## config.mk

```make
export PLATFORM = sky130hd
export DESIGN_NAME = strobe_scheduler
export DESIGN_NICKNAME = d
export VERILOG_FILES = /design/src/rtl/strobe_scheduler.sv
export SDC_FILE = /design/constraint.sdc
export NUM_CORES = 1
export LEC_CHECK = 0
export BUFFER_PORTS_ARGS = -buffer_cell sky130_fd_sc_hd__buf_2
export CAP_MARGIN = 20
export CORE_ASPECT_RATIO = 0.6
export CORE_MARGIN = 2
export CORE_UTILIZATION = 61
export DETAILED_ROUTE_END_ITERATION = 12
export PLACE_DENSITY = 0.8
export SYNTH_ARGS = -nofsm -noshare
export SYNTH_HDL_FRONTEND = slang
export SYNTH_SLANG_ARGS = --single-unit
```

## constraint.sdc

```tcl
create_clock -name clk -period 2.05 [get_ports clk]
set_input_delay 0.1025 -clock clk [delete_from_list [all_inputs] [get_ports clk]]
set_output_delay 0.1025 -clock clk [all_outputs]
set_load 0.02 [all_outputs]
```

## src/rtl/strobe_scheduler.sv

```systemverilog
// strobe_scheduler: CHANNELS periodic strobe timers sharing one compare/increment datapath.
// Optional one-shot channels are compiled in with `define STROBE_SCHEDULER_ONESHOT_EN.
module strobe_scheduler #(
  parameter int unsigned WIDTH    = 16,
  parameter int unsigned CHANNELS = 4,
  localparam int unsigned CH_W    = $clog2(CHANNELS)
) (
  input  logic                clk,
  input  logic                rst,
  input  logic                enable,
  input  logic                cfg_valid,
  output logic                cfg_ready,
  input  logic [CH_W-1:0]     cfg_channel,
  input  logic [WIDTH-1:0]    cfg_period,
  input  logic                cfg_enable,
  input  logic                cfg_oneshot,
  output logic                cfg_err,
  output logic [CHANNELS-1:0] strobe,
  output logic                strobe_valid,
  output logic [CH_W-1:0]     strobe_channel,
  output logic [CHANNELS-1:0] ch_active
);

  logic [CH_W-1:0]     ptr_q, ptr_d;
  logic [WIDTH-1:0]    period_q [CHANNELS];
  logic [WIDTH-1:0]    period_d [CHANNELS];
  logic [WIDTH-1:0]    count_q  [CHANNELS];
  logic [WIDTH-1:0]    count_d  [CHANNELS];
  logic [CHANNELS-1:0] ch_en_q, ch_en_d;
  logic [CHANNELS-1:0] strobe_q, strobe_d;
  logic                strobe_valid_q, strobe_valid_d;
  logic [CH_W-1:0]     strobe_channel_q, strobe_channel_d;
  logic                cfg_err_q, cfg_err_d;
  logic                cfg_ready_q, cfg_ready_d;
  logic                up_q;
  logic                accept;
  logic                in_range;

`ifdef STROBE_SCHEDULER_ONESHOT_EN
  logic [CHANNELS-1:0] oneshot_q, oneshot_d;
`else
  logic unused_oneshot;
  assign unused_oneshot = cfg_oneshot;
`endif

  // Scan, service and configuration next-state; a write to the serviced channel wins.
  always_comb begin
    ptr_d            = ptr_q;
    period_d         = period_q;
    count_d          = count_q;
    ch_en_d          = ch_en_q;
    strobe_d         = '0;
    strobe_valid_d   = 1'b0;
    strobe_channel_d = '0;
    in_range         = 1'b0;
`ifdef STROBE_SCHEDULER_ONESHOT_EN
    oneshot_d        = oneshot_q;
`endif
    for (int unsigned i = 0; i < CHANNELS; i++) begin
      if (cfg_channel == CH_W'(i)) in_range = 1'b1;
    end
    accept      = cfg_valid & cfg_ready_q;
    cfg_err_d   = accept & ~in_range;
    cfg_ready_d = up_q & ~accept;

    if (enable) begin
      ptr_d = (ptr_q == CH_W'(CHANNELS - 1)) ? '0 : ptr_q + CH_W'(1);
    end

    for (int unsigned i = 0; i < CHANNELS; i++) begin
      if (accept && cfg_channel == CH_W'(i)) begin
        period_d[i] = cfg_period;
        ch_en_d[i]  = cfg_enable;
        count_d[i]  = WIDTH'(1);
`ifdef STROBE_SCHEDULER_ONESHOT_EN
        oneshot_d[i] = cfg_oneshot;
`endif
      end else if (enable && ptr_q == CH_W'(i)) begin
        if (ch_en_q[i] && period_q[i] >= WIDTH'(2)) begin
          if (count_q[i] == period_q[i]) begin
            count_d[i]       = WIDTH'(1);
            strobe_d[i]      = 1'b1;
            strobe_valid_d   = 1'b1;
            strobe_channel_d = CH_W'(i);
`ifdef STROBE_SCHEDULER_ONESHOT_EN
            if (oneshot_q[i]) ch_en_d[i] = 1'b0;
`endif
          end else begin
            count_d[i] = count_q[i] + WIDTH'(1);
          end
        end else begin
          count_d[i] = WIDTH'(1);
        end
      end
    end
  end

  always_ff @(posedge clk) begin
    if (!rst) begin
      ptr_q            <= '0;
      ch_en_q          <= '0;
      strobe_q         <= '0;
      strobe_valid_q   <= 1'b0;
      strobe_channel_q <= '0;
      cfg_err_q        <= 1'b0;
      cfg_ready_q      <= 1'b0;
      up_q             <= 1'b0;
`ifdef STROBE_SCHEDULER_ONESHOT_EN
      oneshot_q        <= '0;
`endif
      for (int unsigned i = 0; i < CHANNELS; i++) begin
        period_q[i] <= '0;
        count_q[i]  <= WIDTH'(1);
      end
    end else begin
      ptr_q            <= ptr_d;
      period_q         <= period_d;
      count_q          <= count_d;
      ch_en_q          <= ch_en_d;
      strobe_q         <= strobe_d;
      strobe_valid_q   <= strobe_valid_d;
      strobe_channel_q <= strobe_channel_d;
      cfg_err_q        <= cfg_err_d;
      cfg_ready_q      <= cfg_ready_d;
      up_q             <= 1'b1;
`ifdef STROBE_SCHEDULER_ONESHOT_EN
      oneshot_q        <= oneshot_d;
`endif
    end
  end

  assign cfg_ready      = cfg_ready_q;
  assign cfg_err        = cfg_err_q;
  assign strobe         = strobe_q;
  assign strobe_valid   = strobe_valid_q;
  assign strobe_channel = strobe_channel_q;
  assign ch_active      = ch_en_q;

endmodule
```

==> flow_metrics.py, run 1 <==
metrics = {
    "timing": {
        "tightest_slew_ns": 0.669,
        "rsz0062_at_grt": "yes",
        "holdWs_ns": 0.0116,
        "period_minus_slack_ns": 2.10,
        "fin_crit_sh_pct": 102,
        "setup_slack_ns": -0.0502,
        "fmax_ghz": 0.476,
        "hold_violations": 0,
        "maxSlewViolCount": 0,
        "setup_viol": 6,
        "finClkSkew_ns": 0.00821,
        "maxSlewHeadroom_pct": 55.4,
    },
    "worst_setup_path": {
        "critPathMaxStageDelay_ns": 0.53,
        "path_class": "reg -> reg",
        "r2r-end": "strobe_valid",
        "r2r_start": "period_q[24]",
        "reg2regPathDepth": 7,
        "reg2reg_slack_ns": -0.05,
        "worstPathArrival_ns": 2.40,
        "cp-start-kind": "flop",
        "path_cells": "or4_4, nor4_4, a31oi_2, buf_4, nand2_4, o21ai_2, or3_1",
        "cp_max_fo": 3,
        "crit_path_end_kind": "flop",
        "worstPathRequired_ns": 2.35,
        "crit_slowest_cell": "or4_4",
    },
    "clock_network": {
        "cts-root-buf": "clkbuf_16",
        "cts.reportedPaths.clkPinSlew_ns": 0.06,
        "cts_sinks": 144,
        "clkLatencyLatePin_ns": 0.42,
        "cts_max_level": 4,
        "clock_path_buffers": 2,
        "tritoncts": "done",
        "cts_buffers": 17,
    },
    "synthesis": {
        "syn_avg_cell_area_sq_um": 8.24,
        "yosys_most_used_dff": "dfxtp_1",
        "yosysUniqueCellTypes": 50,
        "synth_area_sq_um": 6910,
        "synth_top_area_share_pct": 41.7,
        "synth_area_leaders": "dfxtp_1 (42%), nand2_1 (11%), a21boi_0 (7.4%), xor2_1 (7.2%), xnor2_1 (4.2%)",
        "syn_nets": 870,
        "yosys.area.top_type": "dfxtp_1",
        "synth_warnings": 0,
        "synthArstFlopShare_pct": 0,
        "synth_edf_count": 0,
        "seq_area_frac_synth_pct": 41.7,
        "synth-seq-cells": 144,
        "synthCells": 838,
    },
    "power": {
        "p_leak_nw": 3.31,
        "pwr_density_cell_nw_per_um2": 724,
        "vdd_drop_max_mv": 0.542,
        "p_total_w": 0.00604,
    },
    "floorplan": {
        "die_h_microns": 86.4,
        "core_region_area_sq_um": 11100,
        "std_cell_rows": 30,
        "pin_count": 37,
        "initial_core_util_pct": 62.0,
        "die_w_microns": 141,
        "dieArea_sq_um": 12200,
    },
    "placement": {
        "dp.final_hpwl_microns": 13000,
        "place_ws_ns": -0.129,
        "io_buffers": 35,
        "placed_area_sq_um": 7470,
        "gp_congestion": 0.927,
    },
    "route": {
        "ant_nets": 0,
        "drtIter0Drc": 578,
        "vias": 6500,
        "post_drt_wl_per_cell_microns": 18.1,
        "drc": 0,
        "drt_wl_total_microns": 19400,
        "dr.pass1.iters": 6,
        "vias_per_cell": 6.09,
    },
    "hold_path": {
        "whs_path_depth": 3,
        "min_path_type": "in -> reg",
        "min_from": "cfg_period[11]",
        "whs_endpoint": "period_q[27]",
    },
    "outcome": {
        "status": "finished with violations",
        "violations": "setup timing",
    },
    "cells_and_area": {
        "synthToLayoutAreaGrowth_pct": 20.7,
        "finalNetCount": 942,
        "post_route_cells_drive_above_1_share_pct": 18.1,
        "stdcell_area_sq_um": 8340,
        "postLayoutCoreUtil_pct": 74.8,
    },
    "grt": {
        "grt_pass1_wl_microns": 29900,
        "antenna_found_initial": 1,
        "grt_max_degree": 35,
        "grt_usage_pct": 31.1,
        "gr-total-overflow": 0,
        "grt_pass1_vias": 5976,
    },
    "job": {
        "drv_cap": 0,
    },
}
## what timing repair did
item | 4_1_cts | 5_1_grt
setup endpoints to repair | 16 | 34
setup buffers | 1 | 2
endpoints found under the hold margin | 2 | 0
gates resized for setup | 6 | 59
gates cloned | 0 | 1
pin swaps | 0 | 20
hold buffers | 2 | 0
## layout make-up
type / instances / area [sq um]
multi-input combinational: 639 / 4020
sequential: 144 / 2890
fill: 768 / 2810
timing repair buffer: 89 / 626
clock buffer: 23 / 488
tap: 144 / 180
inverter: 19 / 71.3
clock inverter: 9 / 58.8
antenna: 1 / 2.50
## synth_stat cells, types with 6 or more instances
cell      number
nand2_1      194
dfxtp_1      144
a21boi_0      68
xor2_1        57
nor2_1        38
nand3_1       35
xnor2_1       33
nor4_1        31
o21ai_0       27
clkbuf_1      20
nand4_1       19
inv_1         18
nor3_1        18
and3_1        14
a21oi_1       11
buf_2         11
or3_1         10
a21o_1         9
ha_1           8
nor2b_1        7
o311ai_0       7
nor3b_1        6
## cells in the final DEF (no fill, tap or decap), types with 3 or more instances in the layout
master and count:
nor4_2 5, buf_4 48, a21oi_1 10, a21o_1 9
nand3_1 31, dfxtp_2 7, o21ai_0 20, dfxtp_1 137
nand2_1 193, mux2i_1 4, ha_1 7, clkbuf_8 4
xor2_1 57, a21boi_0 68, xnor2_1 33, nor2b_1 6
or2_2 3, and3_1 14, clkbuf_16 18, or3_1 10
nand3_2 3, clkinvlp_4 4, nor4_1 24, inv_1 18
o311ai_2 3, a211o_1 5, clkinv_2 4, nor2_1 38
nor3b_1 5, nor3_1 16, buf_2 36, nand2b_1 5
nand4_1 19, o21ai_2 7
## flip-flops by register name, summed over array words and instances (netlist names)
register	flops
cfg_err	1
up_q	1
strobe_valid	1
ptr_q	2
period_q	64
strobe	4
strobe_channel	2
count_q	64
cfg_ready	1
ch_active	4
## how the worst max path moves through the flow
| stage | start | endpoint | slack [ns] | depth (start not counted) |
|---|---|---|---|---|
| 2_1_floorplan | cfg_ready | count_q[37] | 0.17 | 9 |
| 3_3_place_gp | count_q[0] | count_q[6] | -0.07 | 6 |
| 3_5_place_dp | ptr_q[0] | count_q[24] | -0.13 | 8 |
| 4_1_cts | period_q[23] | count_q[26] | 0.0005 | 8 |
| 5_1_grt | period_q[26] | strobe_valid | -0.10 | 7 |
| 6_report | period_q[24] | strobe_valid | -0.05 | 7 |
## critical path, delay by kind of cell (launching register included)
| family | cells | cell delay (ns) |
|---|---|---|
| compound gates | 2 | 0.21 |
| flops | 1 | 0.33 |
| simple gates | 4 | 1.25 |
| buf+inv | 1 | 0.18 |
## cells by family (layout without fill, tap and decap cells)
logic type / Yosys count / after routing / share of synthesized area (%)
mux: 4 / 4 / 0.580
xor+xnor: 90 / 90 / 11.4
fa+ha+maj: 8 / 8 / 1.45
compound gates: 142 / 142 / 14.3
other cells: 1 / 2 / 0.0543
simple gates: 394 / 394 / 26.8
flops: 144 / 144 / 41.7
buf+inv: 55 / 140 / 3.59
## metrics by stage
stage,std cells,TNS (ns)
floorplan,838,0
global placement,1028,-0.227
detailed placement,1029,-0.572
CTS,1064,0
global route,1067,-0.774
finish,1068,-0.151
## per-layer routing
metal | GRT usage (%) | vias to the layer above | wire (microns)
met5 | 0 | - | 0
met4 | 10.0 | 0 | 366
met3 | 9.12 | 47 | 1960
met2 | 47.8 | 335 | 8780
met1 | 42.4 | 3101 | 8280
li1 | - | 3017 | -
## where the power goes
part	total, W	internal (W)	switching, W
combinational	0.000327	0.000122	0.000204
sequential	0.00285	0.00282	0.0000274
clock	0.00286	0.00167	0.00119
total	0.00604	0.00461	0.00143
No activity file was read; power rests on OpenSTA's default activity.
==> inputs of run 2 (changes only) <==
--- a/config.mk
+++ b/config.mk
@@ -11,7 +11,7 @@
 export CORE_MARGIN = 2
 export CORE_UTILIZATION = 61
 export DETAILED_ROUTE_END_ITERATION = 12
-export PLACE_DENSITY = 0.8
+export PLACE_DENSITY = 0.83
 export SYNTH_ARGS = -nofsm -noshare
 export SYNTH_HDL_FRONTEND = slang
 export SYNTH_SLANG_ARGS = --single-unit
==> run 2 against run 1 <==
The flow still finishes with violations (setup timing). Flip-flop and latch count unchanged. Cell count unchanged. Clock skew increased by 0.00071 ns. Maximum frequency increased by 2.3%. First-iteration DRC count increased by 11%. Total power increased by 4.4%. Worst hold slack improved by 0.0098 ns. Critical path type unchanged. Highest routed layer unchanged.
==> flow_metrics.py, run 2 (same netlist as run 1, synthesis figures left out) <==
metrics = {
    "power": {
        "sequentialPowerShare_pct": 45.2,
        "p_total_w": 0.00631,
        "pwr-share-comb_pct": 5.4,
        "switching_power_w": 0.00144,
        "p_int_w": 0.00486,
        "vdd_drop_max_mv": 0.661,
        "p_leak_nw": 3.33,
        "pwr_density_cell_nw_per_um2": 754,
        "netSwitchingFraction_pct": 22.9,
        "clock_power_share_pct": 49.5,
    },
    "worst_setup_path": {
        "r2r_start": "period_q[24]",
        "reg2regPathDepth": 8,
        "cp_common_cell": "buf_4",
        "cp_num_buf_inv": 2,
        "worstPathRequired_ns": 2.36,
        "critical_path.top_delay_family": "simple AND/OR/NAND/NOR gates",
        "crit_cells": 8,
        "path_cells": "or4_4, nor4_4, a31oi_2, buf_4, nor2b_4, buf_4, a22oi_1, nor2_1",
        "critPathMaxStageDelay_ns": 0.54,
        "crit_path_end_kind": "flop",
        "cp-startpoint": "period_q[24]",
        "path_class": "reg -> reg",
        "worstPathArrival_ns": 2.36,
        "crit_slowest_cell": "or4_4",
        "cp-start-kind": "flop",
        "cp_max_fo": 2,
    },
    "hold_path": {
        "min_path_type": "in -> reg",
        "min_from": "cfg_period[6]",
        "whs_path_depth": 3,
    },
    "timing": {
        "maxSlewHeadroom_pct": 53.0,
        "setup_slack_ns": -0.00317,
        "period_minus_slack_ns": 2.05,
        "rsz0062_at_grt": "yes",
        "finClkSkew_ns": 0.00892,
        "setup_viol": 1,
        "fin_crit_sh_pct": 100,
        "tightest_slew_ns": 0.703,
        "hold_violations": 0,
        "setup_tns_ns": -0.00317,
        "maxSlewViolCount": 0,
        "fmax_ghz": 0.487,
    },
    "route": {
        "post_drt_wl_per_cell_microns": 18.0,
        "vias": 6451,
        "ant_nets": 0,
        "drtIter0Drc": 641,
        "drc": 0,
        "drt_wl_total_microns": 19200,
        "vias_per_cell": 6.04,
        "dr.pass1.iters": 5,
    },
    "clock_network": {
        "tritoncts": "done",
        "clkLatencyLatePin_ns": 0.42,
        "cts_sinks": 144,
        "cts_max_level": 4,
        "cts-root-buf": "clkbuf_16",
        "cts.reportedPaths.clkPinSlew_ns": 0.06,
        "cts_buffers": 17,
        "clock_path_buffers": 2,
    },
    "floorplan": {
        "initial_core_util_pct": 62.0,
        "core_region_area_sq_um": 11100,
        "pin_count": 37,
        "die_w_microns": 141,
        "std_cell_rows": 30,
        "dieArea_sq_um": 12200,
        "die_h_microns": 86.4,
    },
    "outcome": {
        "status": "finished with violations",
        "violations": "setup timing",
    },
    "cells_and_area": {
        "postLayoutCoreUtil_pct": 75.0,
        "fillCellCount": 734,
        "layout_commonest_cell": "nand2_1",
        "post_route_cells_drive_above_1_share_pct": 18.0,
        "stdcell_area_sq_um": 8360,
        "mostFrequentLayoutCells": "nand2_1 (193), dfxtp_1 (137), a21boi_0 (68)",
        "synthToLayoutAreaGrowth_pct": 21.1,
        "antenna_cells": 0,
        "top_regs": "count_q (64), period_q (64)",
        "finalNetCount": 943,
    },
    "placement": {
        "placed_area_sq_um": 7450,
        "io_buffers": 35,
        "place_ws_ns": -0.207,
        "gp_congestion": 0.956,
        "dp.final_hpwl_microns": 13000,
    },
    "grt": {
        "grt_usage_pct": 31.3,
        "grt_pass1_vias": 6060,
        "antenna_found_initial": 0,
        "grt_pass1_wl_microns": 30000,
        "gr-total-overflow": 0,
        "grt_max_degree": 47,
    },
    "job": {
        "drv_cap": 0,
    },
}
[run 2: changes by cell type in the layout (fill, tap and decap cells not counted), moves of 3 or more]
cell / change
o21ai_1: +4
clkbuf_8: -4
bufinv_16: +3
o21ai_2: -3
ha_1: -3
dlygate4sd3_1: +4
o311ai_1: +4
ha_2: +4
[run 2: what timing repair did]
action,CTS,global route
setup endpoints to repair,18,40
hold buffers,6,0
cloned,0,1
endpoints found under the hold margin,9,0
pin swaps,0,11
buffers inserted,1,2
resized for setup,7,57
[run 2: area by class of cell]
type	instances	area, sq um	area share, %
clock inverters	14	165	1.98
clock buffers	18	429	5.13
well taps	144	180	2.16
inverters	19	71.3	0.853
multi-input cells	639	3980	47.6
repair buffers	90	646	7.72
flip-flops and latches	144	2890	34.6
[run 2: final timing paths]
kind                   to  slack [ns]
max reg2reg   count_q[17]      -0.003
min reg2reg     cfg_ready        0.47
min          period_q[38]        0.02
max           count_q[17]      -0.003
[run 2: stage by stage]
stage	hold slack [ns]	cells
CTS	0.00326	1065
finish	0.0214	1068
global placement	0.420	1026
detailed placement	0.429	1026
floorplan	0.130	838
global route	0.0156	1068
[run 2: tightest hold or removal path: stages]
cell and delay [ns]:
buf_2 0.15, nand2_1 0.06, a21boi_0 0.07
[run 2: metal layers]
layer / vias up / global-route usage (%) / wire (microns)
met5: - / 0 / 0
met4: 0 / 11.2 / 469
met2: 333 / 48.6 / 8670
met1: 3039 / 43.4 / 8360
met3: 50 / 6.74 / 1700
li1: 3029 / - / -
[run 2: power groups by stage]
stage | sequential (W) | clock [W] | combinational (W)
3_3_place_gp | 0.00291 | 0 | 0.000289
2_1_floorplan | 0.00291 | 0 | 0.000163
6_report | 0.00285 | 0.00312 | 0.000338
4_1_cts | 0.00285 | 0.00313 | 0.000312
3_5_place_dp | 0.00291 | 0 | 0.000300
5_1_grt | 0.00285 | 0.00325 | 0.000355
